`config.mk`:
```
export PLATFORM = sky130hd
export DESIGN_NAME = pixel_fetch_flat
export DESIGN_NICKNAME = d
export VERILOG_FILES = /design/src/rtl/led_pkg.sv /design/src/rtl/pixel_fetch_if.sv /design/src/rtl/spram_pixel_reader.sv /design/src/rtl/pixel_fetch.sv /design/src/flat_wrapper.sv
export SDC_FILE = /design/constraint.sdc
export NUM_CORES = 1
export LEC_CHECK = 0
export ABC_AREA = 0
export CAP_MARGIN = 20
export CORE_MARGIN = 3
export CORE_UTILIZATION = 55
export CTS_BUF_LIST = sky130_fd_sc_hd__clkbuf_2 sky130_fd_sc_hd__clkbuf_4 sky130_fd_sc_hd__clkbuf_8
export DETAILED_ROUTE_END_ITERATION = 12
export PLACE_DENSITY = 0.78
export SLEW_MARGIN = 25
export SYNTH_ARGS = -nofsm -noshare
export SYNTH_HDL_FRONTEND = slang
export SYNTH_HIERARCHICAL = 1
export SYNTH_SLANG_ARGS = --single-unit
```
`constraint.sdc`:
```
create_clock -name clk -period 3.3 [get_ports clk]
set_input_delay 0.99 -clock clk [delete_from_list [all_inputs] [get_ports clk]]
set_output_delay 0.99 -clock clk [all_outputs]
set_load 0.05 [all_outputs]
```
`src/rtl/led_pkg.sv`:
```
// Shared definitions for the LED frame path: sequencer states, clock rate,
// pixel layout in SPRAM and the default latch-gap length.
package led_pkg;

  localparam int CLK_HZ           = 48_000_000;
  localparam int WORDS_PER_PIXEL  = 2;
  // 300 us strip latch gap expressed in system clocks
  localparam int LATCH_CYCLES_DEF = (CLK_HZ / 1_000_000) * 300;

  typedef enum logic [2:0] {
    ST_IDLE   = 3'd0,
    ST_FETCH  = 3'd1,
    ST_LOAD   = 3'd2,
    ST_STREAM = 3'd3,
    ST_LATCH  = 3'd4
  } state_e;

  function automatic logic [13:0] pixel_addr(input logic [13:0] base, input logic [13:0] idx);
    logic [31:0] off;
    off = 32'(idx) * 32'(WORDS_PER_PIXEL);
    return base + off[13:0];
  endfunction

endpackage

```
`src/rtl/pixel_fetch_if.sv`:
```
// SPRAM read port, driver handshake and frame control between pixel_fetch
// (master) and its environment (slave).
interface pixel_fetch_if;
  logic        start;
  logic        loop;
  logic [13:0] addr;
  logic [15:0] rd_data;
  logic [23:0] rgb;
  logic        load;
  logic        done;
  logic        strip_rst_n;
  logic        busy;
  logic        frame_done;

  modport master (
    input  start, loop, rd_data, done,
    output addr, rgb, load, strip_rst_n, busy, frame_done
  );

  modport slave (
    output start, loop, rd_data, done,
    input  addr, rgb, load, strip_rst_n, busy, frame_done
  );
endinterface

```
`src/rtl/spram_pixel_reader.sv`:
```
// Two-word SPRAM pixel read: issues base then base+1, keeps word0 and presents
// the assembled 24-bit colour with valid in the cycle word1 is on DO.
module spram_pixel_reader #(
  parameter logic [13:0] RST_ADDR = 14'd0
) (
  input  logic        clk,
  input  logic        reset,
  input  logic        go,
  input  logic [13:0] base,
  output logic [13:0] addr,
  input  logic [15:0] rd_data,
  output logic [23:0] pix,
  output logic        valid
);

  logic [1:0]  ph_q, ph_d;
  logic [13:0] addr_q, addr_d;
  logic [15:0] word0_q, word0_d;

  // read phase sequencing: 1 = base issued, 2 = word0 on DO, 3 = word1 on DO
  always_comb begin
    ph_d    = ph_q;
    addr_d  = addr_q;
    word0_d = word0_q;
    case (ph_q)
      2'd0: begin
        if (go) begin
          addr_d = base;
          ph_d   = 2'd1;
        end else begin
          ph_d   = 2'd0;
        end
      end
      2'd1: begin
        addr_d = addr_q + 14'd1;
        ph_d   = 2'd2;
      end
      2'd2: begin
        word0_d = rd_data;
        ph_d    = 2'd3;
      end
      default: ph_d = 2'd0;
    endcase
  end

  // phase, address and word0 registers
  always_ff @(posedge clk or negedge reset) begin
    if (!reset) begin
      ph_q    <= 2'd0;
      addr_q  <= RST_ADDR;
      word0_q <= 16'd0;
    end else begin
      ph_q    <= ph_d;
      addr_q  <= addr_d;
      word0_q <= word0_d;
    end
  end

  assign addr  = addr_q;
  assign valid = (ph_q == 2'd3);
  assign pix   = {rd_data[7:0], word0_q};

endmodule

```
`src/rtl/pixel_fetch.sv`:
```
// Frame sequencer: fetches pixels from SPRAM, hands them to the LED driver with
// load/done while prefetching the next one, then holds the latch gap.
module pixel_fetch
  import led_pkg::*;
#(
  parameter int          NUM_LEDS     = 60,
  parameter logic [13:0] BASE_ADDR    = 14'd0,
  parameter int          LATCH_CYCLES = LATCH_CYCLES_DEF
) (
  input  logic         clk,
  input  logic         reset,
  pixel_fetch_if.master bus
);

  localparam int              CNT_W = $clog2(LATCH_CYCLES + 1);
  localparam logic [CNT_W-1:0] LAST = CNT_W'(LATCH_CYCLES - 1);
  localparam logic [13:0]     NUM   = 14'(NUM_LEDS);

  state_e            state_q, state_d;
  logic [13:0]       idx_q, idx_d;          // pixels handed to the driver this frame
  logic [23:0]       stage_q, stage_d;
  logic              stage_ok_q, stage_ok_d;
  logic              done_seen_q, done_seen_d;
  logic [CNT_W-1:0]  cnt_q, cnt_d;
  logic [23:0]       rgb_q, rgb_d;
  logic              load_q, load_d;
  logic              busy_q, busy_d;
  logic              frame_done_q, frame_done_d;
  logic              strip_q, strip_d;

  logic              rd_go;
  logic [13:0]       rd_base;
  logic [13:0]       rd_addr;
  logic [23:0]       rd_pix;
  logic              rd_valid;
  logic              pix_done;
  logic [13:0]       next_idx;

  spram_pixel_reader #(.RST_ADDR(BASE_ADDR)) u_reader (
    .clk     (clk),
    .reset   (reset),
    .go      (rd_go),
    .base    (rd_base),
    .addr    (rd_addr),
    .rd_data (bus.rd_data),
    .pix     (rd_pix),
    .valid   (rd_valid)
  );

  // next-state, staging and output decode
  always_comb begin
    state_d     = state_q;
    idx_d       = idx_q;
    stage_d     = stage_q;
    stage_ok_d  = stage_ok_q;
    done_seen_d = done_seen_q;
    cnt_d       = cnt_q;
    rgb_d       = rgb_q;
    load_d      = 1'b0;
    rd_go       = 1'b0;
    rd_base     = BASE_ADDR;
    next_idx    = idx_q + 14'd1;
    // a done in the same cycle as load belongs to no pixel yet
    pix_done    = bus.done && !load_q && (state_q == ST_STREAM);

    if (rd_valid) begin
      stage_d    = rd_pix;
      stage_ok_d = 1'b1;
    end else begin
      stage_d    = stage_q;
    end

    case (state_q)
      ST_IDLE: begin
        if (bus.start) begin
          state_d = ST_FETCH;
          idx_d   = 14'd0;
          rd_go   = 1'b1;
        end else begin
          state_d = ST_IDLE;
        end
      end
      ST_FETCH: begin
        if (rd_valid) begin
          state_d = ST_LOAD;
        end else begin
          state_d = ST_FETCH;
        end
      end
      ST_LOAD: begin
        rgb_d       = stage_q;
        load_d      = 1'b1;
        stage_ok_d  = 1'b0;
        done_seen_d = 1'b0;
        idx_d       = next_idx;
        state_d     = ST_STREAM;
        if (next_idx < NUM) begin
          rd_go   = 1'b1;
          rd_base = pixel_addr(BASE_ADDR, next_idx);
        end else begin
          rd_go   = 1'b0;
        end
      end
      ST_STREAM: begin
        if (pix_done || done_seen_q) begin
          if (idx_q >= NUM) begin
            state_d = ST_LATCH;
            cnt_d   = '0;
          end else if (stage_ok_q || rd_valid) begin
            state_d = ST_LOAD;
          end else begin
            done_seen_d = 1'b1;
          end
        end else begin
          state_d = ST_STREAM;
        end
      end
      ST_LATCH: begin
        cnt_d = cnt_q + 1'b1;
        if (cnt_q == LAST) begin
          cnt_d = '0;
          if (bus.loop) begin
            state_d = ST_FETCH;
            idx_d   = 14'd0;
            rd_go   = 1'b1;
          end else begin
            state_d = ST_IDLE;
          end
        end else begin
          state_d = ST_LATCH;
        end
      end
      default: state_d = ST_IDLE;
    endcase

    busy_d       = (state_d != ST_IDLE);
    strip_d      = (state_d == ST_FETCH) || (state_d == ST_LOAD) || (state_d == ST_STREAM);
    frame_done_d = (state_d == ST_LATCH) && (cnt_d == LAST);
  end

  // state and registered outputs
  always_ff @(posedge clk or negedge reset) begin
    if (!reset) begin
      state_q      <= ST_IDLE;
      idx_q        <= 14'd0;
      stage_q      <= 24'd0;
      stage_ok_q   <= 1'b0;
      done_seen_q  <= 1'b0;
      cnt_q        <= '0;
      rgb_q        <= 24'd0;
      load_q       <= 1'b0;
      busy_q       <= 1'b0;
      frame_done_q <= 1'b0;
      strip_q      <= 1'b0;
    end else begin
      state_q      <= state_d;
      idx_q        <= idx_d;
      stage_q      <= stage_d;
      stage_ok_q   <= stage_ok_d;
      done_seen_q  <= done_seen_d;
      cnt_q        <= cnt_d;
      rgb_q        <= rgb_d;
      load_q       <= load_d;
      busy_q       <= busy_d;
      frame_done_q <= frame_done_d;
      strip_q      <= strip_d;
    end
  end

  assign bus.addr        = rd_addr;
  assign bus.rgb         = rgb_q;
  assign bus.load        = load_q;
  assign bus.busy        = busy_q;
  assign bus.frame_done  = frame_done_q;
  assign bus.strip_rst_n = strip_q;

endmodule

```
`src/flat_wrapper.sv`:
```
// flat-port wrapper written by rule: the top's interface ports become plain ports
module pixel_fetch_flat import led_pkg::*;
#(
  parameter int          NUM_LEDS     = 60,
  parameter logic [13:0] BASE_ADDR    = 14'd0,
  parameter int          LATCH_CYCLES = LATCH_CYCLES_DEF
)
  (clk, reset, bus_start, bus_loop, bus_rd_data, bus_done, bus_addr, bus_rgb, bus_load, bus_strip_rst_n, bus_busy, bus_frame_done);
  pixel_fetch_if bus_i ();
  input  logic clk;
  input  logic reset;
  input wire logic [$bits(bus_i.start)-1:0] bus_start;
  input wire logic [$bits(bus_i.loop)-1:0] bus_loop;
  input wire logic [$bits(bus_i.rd_data)-1:0] bus_rd_data;
  input wire logic [$bits(bus_i.done)-1:0] bus_done;
  output wire logic [$bits(bus_i.addr)-1:0] bus_addr;
  output wire logic [$bits(bus_i.rgb)-1:0] bus_rgb;
  output wire logic [$bits(bus_i.load)-1:0] bus_load;
  output wire logic [$bits(bus_i.strip_rst_n)-1:0] bus_strip_rst_n;
  output wire logic [$bits(bus_i.busy)-1:0] bus_busy;
  output wire logic [$bits(bus_i.frame_done)-1:0] bus_frame_done;
  assign bus_i.start = bus_start;
  assign bus_i.loop = bus_loop;
  assign bus_i.rd_data = bus_rd_data;
  assign bus_i.done = bus_done;
  assign bus_addr = bus_i.addr;
  assign bus_rgb = bus_i.rgb;
  assign bus_load = bus_i.load;
  assign bus_strip_rst_n = bus_i.strip_rst_n;
  assign bus_busy = bus_i.busy;
  assign bus_frame_done = bus_i.frame_done;
  pixel_fetch #(.NUM_LEDS(NUM_LEDS), .BASE_ADDR(BASE_ADDR), .LATCH_CYCLES(LATCH_CYCLES)) u_core (.clk(clk), .reset(reset), .bus(bus_i));
endmodule
```
After elaboration in Yosys (flattened, before gate mapping) --
Index checks and enable logic that the tools add are counted.
Storage, ports and cells: output and inout port bits 42, register bits 117, bits of input ports 21, logic and storage cells 91
Operators by class: $lt $le $gt $ge 2, eq/ne operators 20, muxes and demuxes 34, reduce and logical (&&, ||, !) cells 18, add/sub/neg operators 3
Operators with widths (count):
- 14-bit two-way mux | 9
- 14-bit case mux with 2 select lines | 2
- 14-bit by 1-bit adder with 14-bit output (second input constant) | 3
- 14-bit case mux with 3 select lines | 1
- 14-bit equality test (second input constant) | 2
- 3-bit case mux with 5 select lines | 1
- 14-bit by 6-bit >= comparator with 1-bit output (second input constant) | 1
- 14-bit by 6-bit < comparator with 1-bit output (second input constant) | 1
- 1-bit two-way mux | 13
- 3-bit by 2-bit equality test with 1-bit output (second input constant) | 4
- 3-bit two-way mux | 4
- 2-bit inequality test (second input constant) | 5
- 4-bit AND reduction | 2
- 3-bit by 1-bit equality test with 1-bit output (second input constant) | 2
- 3-bit equality test (second input constant) | 2
- 2-bit case mux with 3 select lines | 1
- 2-bit nonzero test | 3
- 3-bit nonzero test | 2
- 2-bit equality test (second input constant) | 2
- 1-bit logical OR | 4
- 2-bit by 1-bit inequality test with 1-bit output (second input constant) | 2
- 1-bit logical AND | 3
- 3-bit logical NOT | 1
- 1-bit case mux with 3 select lines | 1
- other kinds (6) | 6

Depth between registers and ports, before layout --
depth in word-level cells 9, gate-level depth with buffers 13, mapped depth without buffers 10

Hierarchy --
The synthesis kept the hierarchy.
Modules (own cells, without submodules):
- pixel_fetch | sequential area each 2127.0 um^2, cells an instance 431, area an instance 4140.2 um^2, times used 1
- spram_pixel_reader | sequential area each 800.8 um^2, cells an instance 159, area an instance 1664.1 um^2, times used 1

Worst setup path after synthesis --
No wires, ideal clock.
path kind reg2reg, start point reg u_core.idx_q[4], end point reg u_core.u_reader.addr_q[13], in the netlist u_core/u_reader/addr[13], library setup time 0.124 ns, path buffers 2, arrival 2.672 ns, data required time 3.176 ns, slack 0.504 ns, stages on the path, launching flop included 13, period minus slack after synthesis 2.796 ns, cell sequence dfrtp_1 and4_1 buf_2 and3_1 clkbuf_1 and4_1 a211o_1 o211ai_1 nand2_1 mux2i_2 or3_1 mux2i_1 a211o_1
Between the ends: cells in the longest elaborated chain, start to end 6, elaborated cells on any way between the ends 10, classes of those cells add/sub (1); order compare (1); eq/ne (1); mux (6); reduce/logical (1)
RTL lines:
- start: declaration | line pixel_fetch.sv:20 | logic [13:0] idx_q, idx_d;
- start signal: assignment | line pixel_fetch.sv:157 | idx_q <= idx_d;
- 14-bit by 1-bit adder with 14-bit output | line pixel_fetch.sv:62 | next_idx = idx_q + 14'd1;
- 14-bit by 6-bit < comparator with 1-bit output | line pixel_fetch.sv:97 | if (next_idx < NUM) begin
- 1-bit two-way mux | line pixel_fetch.sv:97
- 1-bit case mux with 3 select lines | line pixel_fetch.sv:73 | case (state_q)
- via u_core.rd_go | line pixel_fetch.sv:31 | logic rd_go;
- 2-bit by 1-bit inequality test with 1-bit output (no line)
- 2-bit AND reduction (no line)
- end signal: assignment | line spram_pixel_reader.sv:54 | addr_q <= addr_d;
- end: declaration | line spram_pixel_reader.sv:17 | logic [13:0] addr_q, addr_d;
The timed path passes the listed nets, and every way through them passes these cells. The select of a mux whose other input is x is not followed. A chain may end at the register's enable or synchronous reset.

Worst setup path in the final report --
start point reg u_core.idx_q[1], end point reg u_core.u_reader.addr_q[13], in the netlist u_core/u_reader/addr[13]
Same word-level chain as after synthesis.

==> results.ini <==
[outcome]
status=finished, final reports clean

[clock_network]
cts_buffer_depth=2
cts_resized=0
insertion_delay_ps=420
cts_buffers=17
numClockSinks=117
hold_buffers=0
path_clk_slew_ps=60
postCtsSetupBuffers=0
cts_max_level=4
cts_tree=yes
cts-root-buf=clkbuf_8

[logic_synthesis]
synth_common_cells=117 x dfrtp_1, 110 x nand2_1, 40 x mux2_2, 36 x nor2_1, 35 x a21oi_1
synth-seq-cells=117
async_flop_share=1.000
synth_area_per_cell_um2=9.838
syn-cell-area_um2=5804
yosysMostFrequentCell=dfrtp_1
synth_area_leaders=dfrtp_1 50%, mux2_2 7.8%, nand2_1 7.1%
synth-seq-area-share=0.5044
synth_cell_type_count=71
synth_edf_count=0
synth_cells=590
yosys_warnings=6
ys.flop_type=dfrtp_1
synth_area_leader_cell=dfrtp_1
synth_top_area_share=0.5044

[power]
irDropWorstVdd_mv=0.7765
leakage_nw=3.010
p_per_area_nw_per_um2=1032

[drt]
drtIter0Drc=314
via_count=4707
viasPerCell=5.869
routed_wl_mm=13.20
wl_per_cell_um=16.46
drt_first_pass_iters=6
post-route-drc-count=0
ant_nets=0

[worst_setup_path]
cp-start-kind=register
cp_max_fo=10
critPathCaptureType=register
path_class=reg -> reg
crit_arrival_ps=3320
cp.required_ps=3610
cp_slowest_stage_delay_ps=470
path_delay_family=simple AND/OR/NAND/NOR gates
cp_slowest_cell=dfrtp_1
crit_chain=ha_1 > nand3_1 > nor3b_1 > o2111a_1 > o211ai_1 > nand2_1 > mux2i_2 > or3_1 > mux2i_1 > a211o_1
cp.buffers_inverters=0

[timing]
finalHoldViolations=0
period_minus_slack_ps=3012
drv_slew=0
worst_pin_slew_ps=850.3
hold_slack_ps=464.9
setup-violations-final=0
fin_crit_sh=0.9127
maxSlewHeadroom=0.4331
skew_ps=12.36
setup_tns_ps=0
rsz0062_at_grt=no
max_freq_mhz=332.0

[floorplan]
dieArea_um2=11820
initial_core_util=0.5805
die_h_um=108.7
die_x_um=108.7
pin_count=63
core_um2=10000
rows=36

[layout]
antennaDiodeCount=0
utilization=0.6996
final_nets=685
final_area_um2=6995
areaGrowthSynthToFinish_pct=20.52
drive_gt1_frac=0.1555

[grt]
grt_antenna_before_repair=0
grt_usage=0.2400
grt_overflow=0
grt_pass1_vias=4651
grt_pass1_wl_mm=22.42
grt_max_degree=44

[place]
place_area_um2=6544
numPortBuffers=62
globalplace.congestion=0.9060
dpl.hpwl_mm=8.842

[min_path]
hp-class=reg -> reg

[run]
max_cap_viol_count=0

## final cells by class
cell class	count	area, µm²
Tap cell	133	166.4
Sequential cell	117	2928
Inverter	17	63.81
Fill cell	795	3004
Timing Repair Buffer	76	735.7
Clock inverter	11	175.2
Clock buffer	21	276.5
Multi-Input combinational cell	427	2650
## report_power, final
| group | switching, mW | internal, mW | total, mW |
|---|---|---|---|
| clock network | 0.581 | 0.883 | 1.46 |
| registers | 0.542 | 2.06 | 2.60 |
| logic | 1.95 | 1.21 | 3.15 |
| total | 3.07 | 4.15 | 7.22 |
## state kept, by name (all words and copies together) (netlist names)
register,count
u_core/stage_ok_q,1
u_core/state_q,3
u_core/u_reader/word0_q,16
u_core/u_reader/addr,14
u_core/idx_q,14
u_core/bus.frame_done,1
u_core/bus.load,1
u_core/stage_q,24
u_core/cnt_q,14
u_core/u_reader/ph_q,2
u_core/bus.strip_rst_n,1
u_core/bus.rgb,24
u_core/bus.busy,1
u_core/done_seen_q,1
## worst min-delay path, delay by kind of cell, from the launching register on
family | cells | cell delay [ps]
simple gates | 2 | 100
flops | 1 | 340
## through the flow
step	power, mW	setup WS, ps	std cells
detailed placement	5.751	198.3	770
global placement	5.615	291.4	770
CTS	7.252	309.9	802
global route	7.645	30.90	802
finish	7.218	288.2	802
floorplan	4.742	504.3	597
## layout by cell type (no fill, tap or decap), types with 9 or more instances in the layout
master / n
o21ai_0: 33
o31ai_1: 9
clkdlybuf4s50_1: 61
nor2_1: 36
mux2_2: 40
nand2_1: 110
a21oi_1: 35
buf_4: 14
inv_1: 15
nand3_1: 18
clkbuf_8: 19
dfrtp_1: 117
## routing by layer
layer  global-route usage  vias up  share of wire
met5                    0        -              0
met3              0.06572       14          0.053
met2               0.3950      140           0.50
met1               0.3114     2336           0.43
met4              0.07304        0          0.011
li1                     -     2217              -
## final timing paths
check                                         from                        to  slack, ps  cells after the start
min in group asynchronous                    reset           u_core/cnt_q[4]        540                      1
worst max register to register     u_core/idx_q[1]  u_core/u_reader/addr[13]        290                     10
worst min-delay path            u_core/stage_q[23]        u_core/bus.rgb[23]        460                      2
worst max-delay path               u_core/idx_q[1]  u_core/u_reader/addr[13]        290                     10
worst min register to register  u_core/stage_q[23]        u_core/bus.rgb[23]        460                      2
max in group asynchronous                    reset         u_core/bus.rgb[4]       2060                      2
## kinds of logic (layout without fill, tap and decap cells)
kind of cell             Yosys count  after routing  share of synthesized area
AO/OA/AOI/OAI                    127            127                     0.1410
XOR/XNOR                           7              7                    0.01056
adder cells (fa/ha/maj)            8              8                    0.01725
buffers and inverters             53            125                    0.04354
flip-flops                       117            117                     0.5044
multiplexers                      44             44                    0.08515
other                              1              8                  0.0006461
AND/OR/NAND/NOR                  233            233                     0.1975
Power figures use the tool's default switching activity.
